[src/rtl/apb_master_pkg.sv]
// ---------------------------------------------------------------------------
// apb_master_pkg
// Shared types and defaults for the APB3 master bridge.
//   apb_state_e : bridge FSM states (IDLE, SETUP, ACCESS)
//   apb_rsp_t   : response bundle returned to the requester (rdata, err)
//   APB_DEF_*   : default address / data widths
// ---------------------------------------------------------------------------
package apb_master_pkg;

  localparam int unsigned APB_DEF_ADDR_WIDTH = 32;
  localparam int unsigned APB_DEF_DATA_WIDTH = 32;

  typedef enum logic [1:0] {
    IDLE   = 2'd0,
    SETUP  = 2'd1,
    ACCESS = 2'd2
  } apb_state_e;

  typedef struct packed {
    logic [APB_DEF_DATA_WIDTH-1:0] rdata;
    logic                          err;
  } apb_rsp_t;

endpackage

[src/rtl/apb_wait_timer.sv]
// ---------------------------------------------------------------------------
// apb_wait_timer
// Saturating count of ACCESS cycles spent waiting on PREADY.
//   clk_i         : clock
//   rst_i         : synchronous active-high reset
//   clear_i       : zero the counter (takes priority over enable_i)
//   enable_i      : current cycle is an ACCESS wait cycle
//   timeout_hit_o : this wait cycle is the TIMEOUT-th one
// ---------------------------------------------------------------------------
module apb_wait_timer #(
  parameter int unsigned TIMEOUT = 10
) (
  input  logic clk_i,
  input  logic rst_i,
  input  logic clear_i,
  input  logic enable_i,
  output logic timeout_hit_o
);

  localparam int unsigned   CW    = $clog2(TIMEOUT + 1);
  localparam logic [CW-1:0] LIMIT = CW'(TIMEOUT);
  localparam logic [CW-1:0] LAST  = CW'(TIMEOUT - 1);

  logic [CW-1:0] count_q, count_d;

  always_comb begin
    count_d = count_q;
    if (clear_i) begin
      count_d = '0;
    end else if (enable_i && (count_q != LIMIT)) begin
      count_d = count_q + 1'b1;
    end
  end

  always_ff @(posedge clk_i) begin
    if (rst_i) begin
      count_q <= '0;
    end else begin
      count_q <= count_d;
    end
  end

  // count_q holds the number of earlier wait cycles, so the counter reaches
  // TIMEOUT with the current one when count_q is TIMEOUT-1.
  assign timeout_hit_o = enable_i && (count_q >= LAST);

endmodule

[src/rtl/apb_master_bridge.sv]
// ---------------------------------------------------------------------------
// apb_master_bridge
// Converts a valid/ready request interface into APB3 SETUP/ACCESS transfers
// and returns a one-cycle response pulse (read data + error).
//
// Build option: define APB_TIMEOUT_EN to abort an ACCESS phase that has seen
// TIMEOUT cycles of PREADY=0 (response with rsp_err=1, rsp_rdata=0).
// Without it the bridge waits indefinitely.
//
// Ports:
//   PCLK, PRESET          : clock, synchronous active-high reset
//   req_valid/req_ready   : request handshake
//   req_write/addr/wdata  : request payload
//   rsp_valid/rdata/err   : one-cycle response (not backpressured)
//   PSEL..PWDATA          : APB master outputs (registered)
//   PRDATA/PREADY/PSLVERR : APB slave returns
// ---------------------------------------------------------------------------
module apb_master_bridge
  import apb_master_pkg::*;
#(
  parameter int unsigned ADDR_WIDTH = APB_DEF_ADDR_WIDTH,
  parameter int unsigned DATA_WIDTH = APB_DEF_DATA_WIDTH,
  parameter int unsigned TIMEOUT    = 10
) (
  input  logic                  PCLK,
  input  logic                  PRESET,
  input  logic                  req_valid,
  output logic                  req_ready,
  input  logic                  req_write,
  input  logic [ADDR_WIDTH-1:0] req_addr,
  input  logic [DATA_WIDTH-1:0] req_wdata,
  output logic                  rsp_valid,
  output logic [DATA_WIDTH-1:0] rsp_rdata,
  output logic                  rsp_err,
  output logic                  PSEL,
  output logic                  PENABLE,
  output logic                  PWRITE,
  output logic [ADDR_WIDTH-1:0] PADDR,
  output logic [DATA_WIDTH-1:0] PWDATA,
  input  logic [DATA_WIDTH-1:0] PRDATA,
  input  logic                  PREADY,
  input  logic                  PSLVERR
);

  if (TIMEOUT == 0) begin : g_timeout_chk
    $error("apb_master_bridge: TIMEOUT must be at least 1");
  end

  apb_state_e            state_q;
  logic                  psel_q, penable_q, pwrite_q;
  logic [ADDR_WIDTH-1:0] paddr_q;
  logic [DATA_WIDTH-1:0] pwdata_q;
  logic                  rsp_valid_q, rsp_err_q;
  logic [DATA_WIDTH-1:0] rsp_rdata_q;
  logic                  accept;
  logic                  timeout_hit;

  // Acceptance in ACCESS only on the completion cycle gives back-to-back
  // transfers with PSEL held high.
  assign req_ready = !PRESET &&
                     ((state_q == IDLE) || ((state_q == ACCESS) && PREADY));
  assign accept    = req_valid && req_ready;

`ifdef APB_TIMEOUT_EN
  logic wait_cycle;

  assign wait_cycle = (state_q == ACCESS) && !PREADY;

  apb_wait_timer #(
    .TIMEOUT(TIMEOUT)
  ) u_wait_timer (
    .clk_i        (PCLK),
    .rst_i        (PRESET),
    .clear_i      (!wait_cycle),
    .enable_i     (wait_cycle),
    .timeout_hit_o(timeout_hit)
  );
`else
  assign timeout_hit = 1'b0;
`endif

  always_ff @(posedge PCLK) begin
    if (PRESET) begin
      state_q     <= IDLE;
      psel_q      <= 1'b0;
      penable_q   <= 1'b0;
      pwrite_q    <= 1'b0;
      paddr_q     <= '0;
      pwdata_q    <= '0;
      rsp_valid_q <= 1'b0;
      rsp_err_q   <= 1'b0;
      rsp_rdata_q <= '0;
    end else begin
      rsp_valid_q <= 1'b0;
      rsp_err_q   <= 1'b0;
      rsp_rdata_q <= '0;
      case (state_q)
        IDLE: begin
          if (accept) begin
            pwrite_q  <= req_write;
            paddr_q   <= req_addr;
            pwdata_q  <= req_wdata;
            psel_q    <= 1'b1;
            penable_q <= 1'b0;
            state_q   <= SETUP;
          end
        end
        SETUP: begin
          penable_q <= 1'b1;
          state_q   <= ACCESS;
        end
        ACCESS: begin
          if (PREADY) begin
            rsp_valid_q <= 1'b1;
            rsp_err_q   <= PSLVERR;
            rsp_rdata_q <= pwrite_q ? '0 : PRDATA;
            if (accept) begin
              pwrite_q  <= req_write;
              paddr_q   <= req_addr;
              pwdata_q  <= req_wdata;
              penable_q <= 1'b0;
              state_q   <= SETUP;
            end else begin
              psel_q    <= 1'b0;
              penable_q <= 1'b0;
              state_q   <= IDLE;
            end
          end else if (timeout_hit) begin
            rsp_valid_q <= 1'b1;
            rsp_err_q   <= 1'b1;
            psel_q      <= 1'b0;
            penable_q   <= 1'b0;
            state_q     <= IDLE;
          end
        end
        default: begin
          psel_q    <= 1'b0;
          penable_q <= 1'b0;
          state_q   <= IDLE;
        end
      endcase
    end
  end

  assign PSEL      = psel_q;
  assign PENABLE   = penable_q;
  assign PWRITE    = pwrite_q;
  assign PADDR     = paddr_q;
  assign PWDATA    = pwdata_q;
  assign rsp_valid = rsp_valid_q;
  assign rsp_err   = rsp_err_q;
  assign rsp_rdata = rsp_rdata_q;

endmodule

[config.mk]
export PLATFORM = sky130hd
export DESIGN_NAME = apb_master_bridge
export DESIGN_NICKNAME = d
export VERILOG_FILES = /design/src/rtl/apb_master_pkg.sv /design/src/rtl/apb_wait_timer.sv /design/src/rtl/apb_master_bridge.sv
export SDC_FILE = /design/constraint.sdc
export NUM_CORES = 1
export LEC_CHECK = 0
export ABC_AREA = 1
export CAP_MARGIN = 20
export CORE_MARGIN = 2
export CORE_UTILIZATION = 39
export DETAILED_ROUTE_END_ITERATION = 12
export PLACE_DENSITY = 0.8
export SETUP_SLACK_MARGIN = 0.3
export SLEW_MARGIN = 15
export SYNTH_ARGS = -nofsm -noshare
export SYNTH_HDL_FRONTEND = slang
export SYNTH_HIERARCHICAL = 1
export SYNTH_SLANG_ARGS = --single-unit
[constraint.sdc]
create_clock -name PCLK -period 1.44 [get_ports PCLK]
set_input_delay 0.144 -clock PCLK [delete_from_list [all_inputs] [get_ports PCLK]]
set_output_delay 0.144 -clock PCLK [all_outputs]
set_load 0.02 [all_outputs]
# Word-level counts from Yosys, hierarchy flattened
# Index checks and enable logic that the tools add are counted.
totals:
  reg_bits: 103
  in_bits: 102
  output_inout_bits: 102
  wordCells: 51
op_classes:
  eq_ne: 5
  muxes: 21
  bitwise_logic: 3
  n_reduce_logical: 13
ops:
  columns: ["cell", "n"]
  rows:
  - ["32-bit 2-to-1 mux", 4]
  - ["32-bit one-hot mux with 2 select lines", 2]
  - ["1-bit 2-to-1 mux", 9]
  - ["2-bit inequality test (second input constant)", 3]
  - ["1-bit one-hot mux with 3 select lines", 2]
  - ["2-bit one-hot mux with 3 select lines", 1]
  - ["2-bit 2-to-1 mux", 2]
  - ["2-bit AND reduction", 2]
  - ["4-bit AND reduction", 1]
  - ["4-bit OR reduction", 1]
  - ["1-bit logical AND", 3]
  - ["1-bit NOT", 3]
  - ["3-bit OR reduction", 1]
  - ["2-bit by 1-bit equality test with 1-bit output (second input constant)", 1]
  - ["2-bit equality test (second input constant)", 1]
  - ["2-bit zero test", 1]
  - ["1-bit one-hot mux with 2 select lines", 1]
  - ["2-bit nonzero test", 1]
  - ["2-bit OR reduction", 1]
  - ["1-bit zero test", 1]
  - ["1-bit logical OR", 1]

# Logic depth before layout (Yosys ltp)
logic_depth:
  ltp_word: 8
  mapped_depth: 8
  depth_no_buf: 7

# Worst setup path before layout
# OpenSTA, ideal clock, no wires.
synth_timing:
  path_type: "register to register"
  startpoint: "register state_q[1]"
  endpoint: "register pwdata_q[22] (netlist: PWDATA[22])"
  setup_time_ns: 0.113
  arrival_time_ns: 1.181
  required_ns: 1.327
  setup_slack_ns: 0.146
  path_stages_with_launch: 7
  path_buffers: 2
  period_less_slack_ns: 1.294
  path_cell_list: "dfxtp_1 > a21oi_4 > nand3_2 > buf_4 > buf_2 > nor2_1 > nor2_1"
synth_between:
  elab_chain_len: 8
  word_cells_on_any_way: 12
  classes_between: "eq/ne: 2; mux: 3; reduce/logical: 7"
synth_rtl:
  columns: ["item", "line", "rtl"]
  rows:
  - ["start, declared", "apb_master_bridge.sv:49", "apb_state_e state_q;"]
  - ["start signal, assigned", "apb_master_bridge.sv:84", "state_q <= IDLE;"]
  - ["start signal, assigned", "apb_master_bridge.sv:105", "state_q <= SETUP;"]
  - ["start signal, assigned", "apb_master_bridge.sv:110", "state_q <= ACCESS;"]
  - ["2-bit equality test", "apb_master_bridge.sv:61, apb_master_bridge.sv:97", null]
  - ["1-bit logical AND", "apb_master_bridge.sv:61", "((state_q == IDLE) || ((state_q == ACCESS) && PREADY));"]
  - ["1-bit logical OR", "apb_master_bridge.sv:61", null]
  - ["1-bit logical AND", "apb_master_bridge.sv:60", "assign req_ready = !PRESET &&"]
  - ["1-bit logical AND", "apb_master_bridge.sv:62", "assign accept = req_valid && req_ready;"]
  - ["32-bit 2-to-1 mux (2 in a row)", null, null]
  - ["32-bit one-hot mux with 2 select lines", "apb_master_bridge.sv:97", "case (state_q)"]
  - ["end signal, assigned", "apb_master_bridge.sv:102", "pwdata_q <= req_wdata;"]
  - ["end signal, assigned", "apb_master_bridge.sv:120", "pwdata_q <= req_wdata;"]
  - ["end, declared", "apb_master_bridge.sv:52", "logic [DATA_WIDTH-1:0] pwdata_q;"]
# Several ways; a longest one is shown, not always the timed one. The select of a mux whose other input is x is not followed.
# A chain may end at the register's enable or synchronous reset.

# Worst setup path in the final report
layout_timing:
  startpoint: "register state_q[1]"
  endpoint: "register rsp_rdata_q[18] (netlist: rsp_rdata[18])"
layout_between:
  elab_chain_len: 3
layout_rtl:
  columns: ["item", "line", "rtl"]
  rows:
  - ["2-bit equality test", "apb_master_bridge.sv:97", null]
  - ["1-bit NOT (no source line)", null, null]
  - ["4-bit OR reduction (no source line)", null, null]
  - ["end signal, assigned", "apb_master_bridge.sv:116", "rsp_rdata_q <= pwrite_q ? '0 : PRDATA;"]
  - ["end, declared", "apb_master_bridge.sv:54", "logic [DATA_WIDTH-1:0] rsp_rdata_q;"]
# Every way passes these cells.

==> flow_summary.ini <==
[sta]
setup_ws_ns = 0.05488
timing.fmax_ghz = 0.7220
hold_viol_final = 0
skew_ns = 0.01042
timing.final.crit_share = 0.9619
relSlewSlack = 0.6542
worst_pin_slew_ns = 0.5187
setup-tns-final_ns = 0
final_max_slew_viol_count = 0
finalSetupViolCount = 0
period_needed_ns = 1.385
grt_setup_unrepaired = yes

[power_and_ir_drop]
power.density_nw_per_um2 = 931.1
p_sw_w = 0.001802
seqPwrFrac = 0.502
switching_share = 0.2977
p_comb_frac = 0.216
p_clk_frac = 0.282
p_int_w = 0.004251
leakage_nw = 3.324
vdd_ir_drop_max_v = 0.0005826

[setup_path]
reg2reg_depth = 9
endpoint = rsp_rdata[18]
critPathRequiredTime_ns = 1.75
timing.rr.start = state_q[1]
reg2reg_to = rsp_rdata[18]
critPathKind = register to register
r2r_slack_ns = 0.05
worst_path_most_repeated_cell = nor2_4
arrival_ns = 1.69
crit_path_max_fanout = 8
crit_path_max_incr_delay_ns = 0.39
setup.worst_path.start = state_q[1]
critical_path.cell_chain = buf_12 > inv_6 > nor2_4 > nand2_4 > nor2_4 > nand2_4 > buf_12 > buf_16 > nor2_4
cp-start-kind = register
worst_path_max_delay_cell = dfxtp_4
worstSetupEndpointType = register

[cells_and_area]
layout-drive-gt1-share = 0.2842
fin_nets = 864
fillers = 746
final_util = 0.7003
finalNonFillerCells = 896
antenna_cells = 0
final_area_um2 = 6501
syn2layout_area_growth_pct = 73.55

[clock_tree]
cts_tree = done
root_buffer = clkbuf_8
ctsLongestPathBuffers = 2
cts.sinks = 102
cts.clk_slew.worst_paths_ns = 0.11
clock_latency_ns = 0.36
cts_hold_buf = 0
cts.htree.levels = 3
cts_buffers = 9

[place]
placement.cell_area_um2 = 5984
place.port_buffers = 203
gp_congestion = 0.8025
place_ws_ns = -0.2973
dp.cells = 860
dp_hpwl_mm = 8.010

[grt]
gr-total-overflow = 0
grt_max_degree = 46
track_usage = 0.2162
grt_pass1_vias = 3709
grt_pass1_wl_mm = 17.46
antenna_found_initial = 0

[hold_path]
worstHoldStart = PRDATA[7]
hp-class = input port to register

[logic_synthesis]
synthFlopType = dfxtp_1
synth_nets = 640
synth_edf_count = 0
netlist_area_um2 = 3746
synth_xor_area_frac = 0
synthSimpleGateAreaFrac = 0.3146
yosysSeqAreaShare = 0.5451
synth_compound_area_frac = 0.005678
ys_warn_count = 6
async_flop_share = 0
synth.top_cell.area_share = 0.5451
yosys.area_share.adder = 0
yosys.cell_types.count = 17
ys_ff_latch = 102
post-synth-top-count-cell = nor2_1
synth_top_family_by_area = simple AND/OR/NAND/NOR gates
yosysTopAreaCell = dfxtp_1
muxShareOfSynthArea = 0
netlist_instances = 538
synth_common_cells = nor2_1 (165), nand2_1 (136), dfxtp_1 (102)
synth.avg_cell_area_um2 = 6.963
synth.area.top_cells = dfxtp_1 (55%), nor2_1 (17%), nand2_1 (14%)

[route]
drtPass1Iterations = 4
routed_via_density = 4.317
vias = 3868
final_antenna_net_count = 0
first_iter_violations = 95
finalWirelength_mm = 12.42
drc = 0
wl_per_cell_um = 13.86

[die]
ios = 204
die_y_um = 102.0
die_area_um2 = 10410
rows = 35
die_x_um = 102.0
placeableCoreArea_um2 = 9284
initial_utilization = 0.4035

[status]
status = finished, final reports clean

[job]
max_cap_violations = 0
-- what timing repair did --
action | CTS | global route
setup buffers | 9 | 4
setup endpoints to repair | 200 | 176
pin swaps | 6 | 14
gates resized for setup | 332 | 161
gates cloned | 4 | 3
hold endpoints to repair | 0 | 0
-- routing by layer --
metal  up-vias  track usage  wire (µm)
met1      1739       0.2272       4750
met2       147       0.3998       6350
met5         -            0          0
met4         0      0.08615        274
li1       1958            -          -
met3        24      0.06772       1043
-- critical path, delay by kind of cell, from the launching register on --
family,cells,cell delay (ns)
buffers and inverters,4,0.44
flip-flops,1,0.39
AND/OR/NAND/NOR,5,0.51
-- cell families after synthesis --
logic type	Yosys count
and+or+nand+nor	308
buffers and inverters	126
AOI/OAI and AO/OA	2
DFF	102
-- stage by stage --
step           hold WS, ns  total power (W)
4_1_cts             0.2788         0.006019
2_1_floorplan       0.2103         0.003659
3_3_place_gp        0.4967         0.004292
3_5_place_dp        0.5030         0.004329
5_1_grt             0.3135         0.006336
6_report            0.3233         0.006053
-- power groups by stage --
stage / combinational (W) / sequential [W] / clock, W
final: 0.00131 / 0.00304 / 0.00171
after global routing: 0.00142 / 0.00306 / 0.00186
after CTS: 0.00126 / 0.00304 / 0.00172
after detailed placement: 0.00122 / 0.00311 / 0
after global placement: 0.00119 / 0.00310 / 0
after floorplan: 0.000379 / 0.00328 / 0
-- flip-flops by register name, summed over array words and instances (netlist names) --
signal and flops:
PADDR 32, state_q 2, PSEL 1, rsp_err 1
rsp_valid 1, PWRITE 1, PWDATA 32, rsp_rdata 32
-- placed cells by master, fill, tap and decap left out, types with 2 or more instances in the layout --
| master | n |
|---|---|
| buf_16 | 5 |
| nand2_4 | 11 |
| buf_4 | 15 |
| clkinv_4 | 2 |
| nand2_2 | 6 |
| nand2_1 | 119 |
| clkinvlp_4 | 2 |
| buf_6 | 6 |
| clkbuf_8 | 9 |
| inv_2 | 2 |
| buf_12 | 6 |
| clkbuf_16 | 3 |
| nor2_4 | 29 |
| clkdlybuf4s50_1 | 101 |
| clkdlybuf4s15_2 | 20 |
| dfxtp_1 | 100 |
| inv_8 | 2 |
| nor2_2 | 13 |
| nor2_1 | 124 |
| inv_1 | 99 |
| buf_2 | 67 |
| clkbuf_2 | 13 |
-- cell type report --
class	instances	area, µm²	area share
clock buffers	10	127.6	0.01963
clock inverters	6	55.05	0.008468
inverters	102	387.9	0.05966
multi-input cells	310	1558	0.2396
flip-flops and latches	102	2047	0.3149
well taps	129	161.4	0.02483
repair buffers	237	2165	0.3329
-- worst min-delay path by stage --
stage,cells after the start,endpoint,slack [ns]
2_1_floorplan,1,state_q[1],0.21
3_3_place_gp,4,PWDATA[4],0.50
3_5_place_dp,4,PADDR[20],0.50
4_1_cts,3,rsp_rdata[31],0.28
5_1_grt,3,rsp_rdata[7],0.31
6_report,3,rsp_rdata[7],0.32
Note: power is estimated with default switching activity, not from simulation.
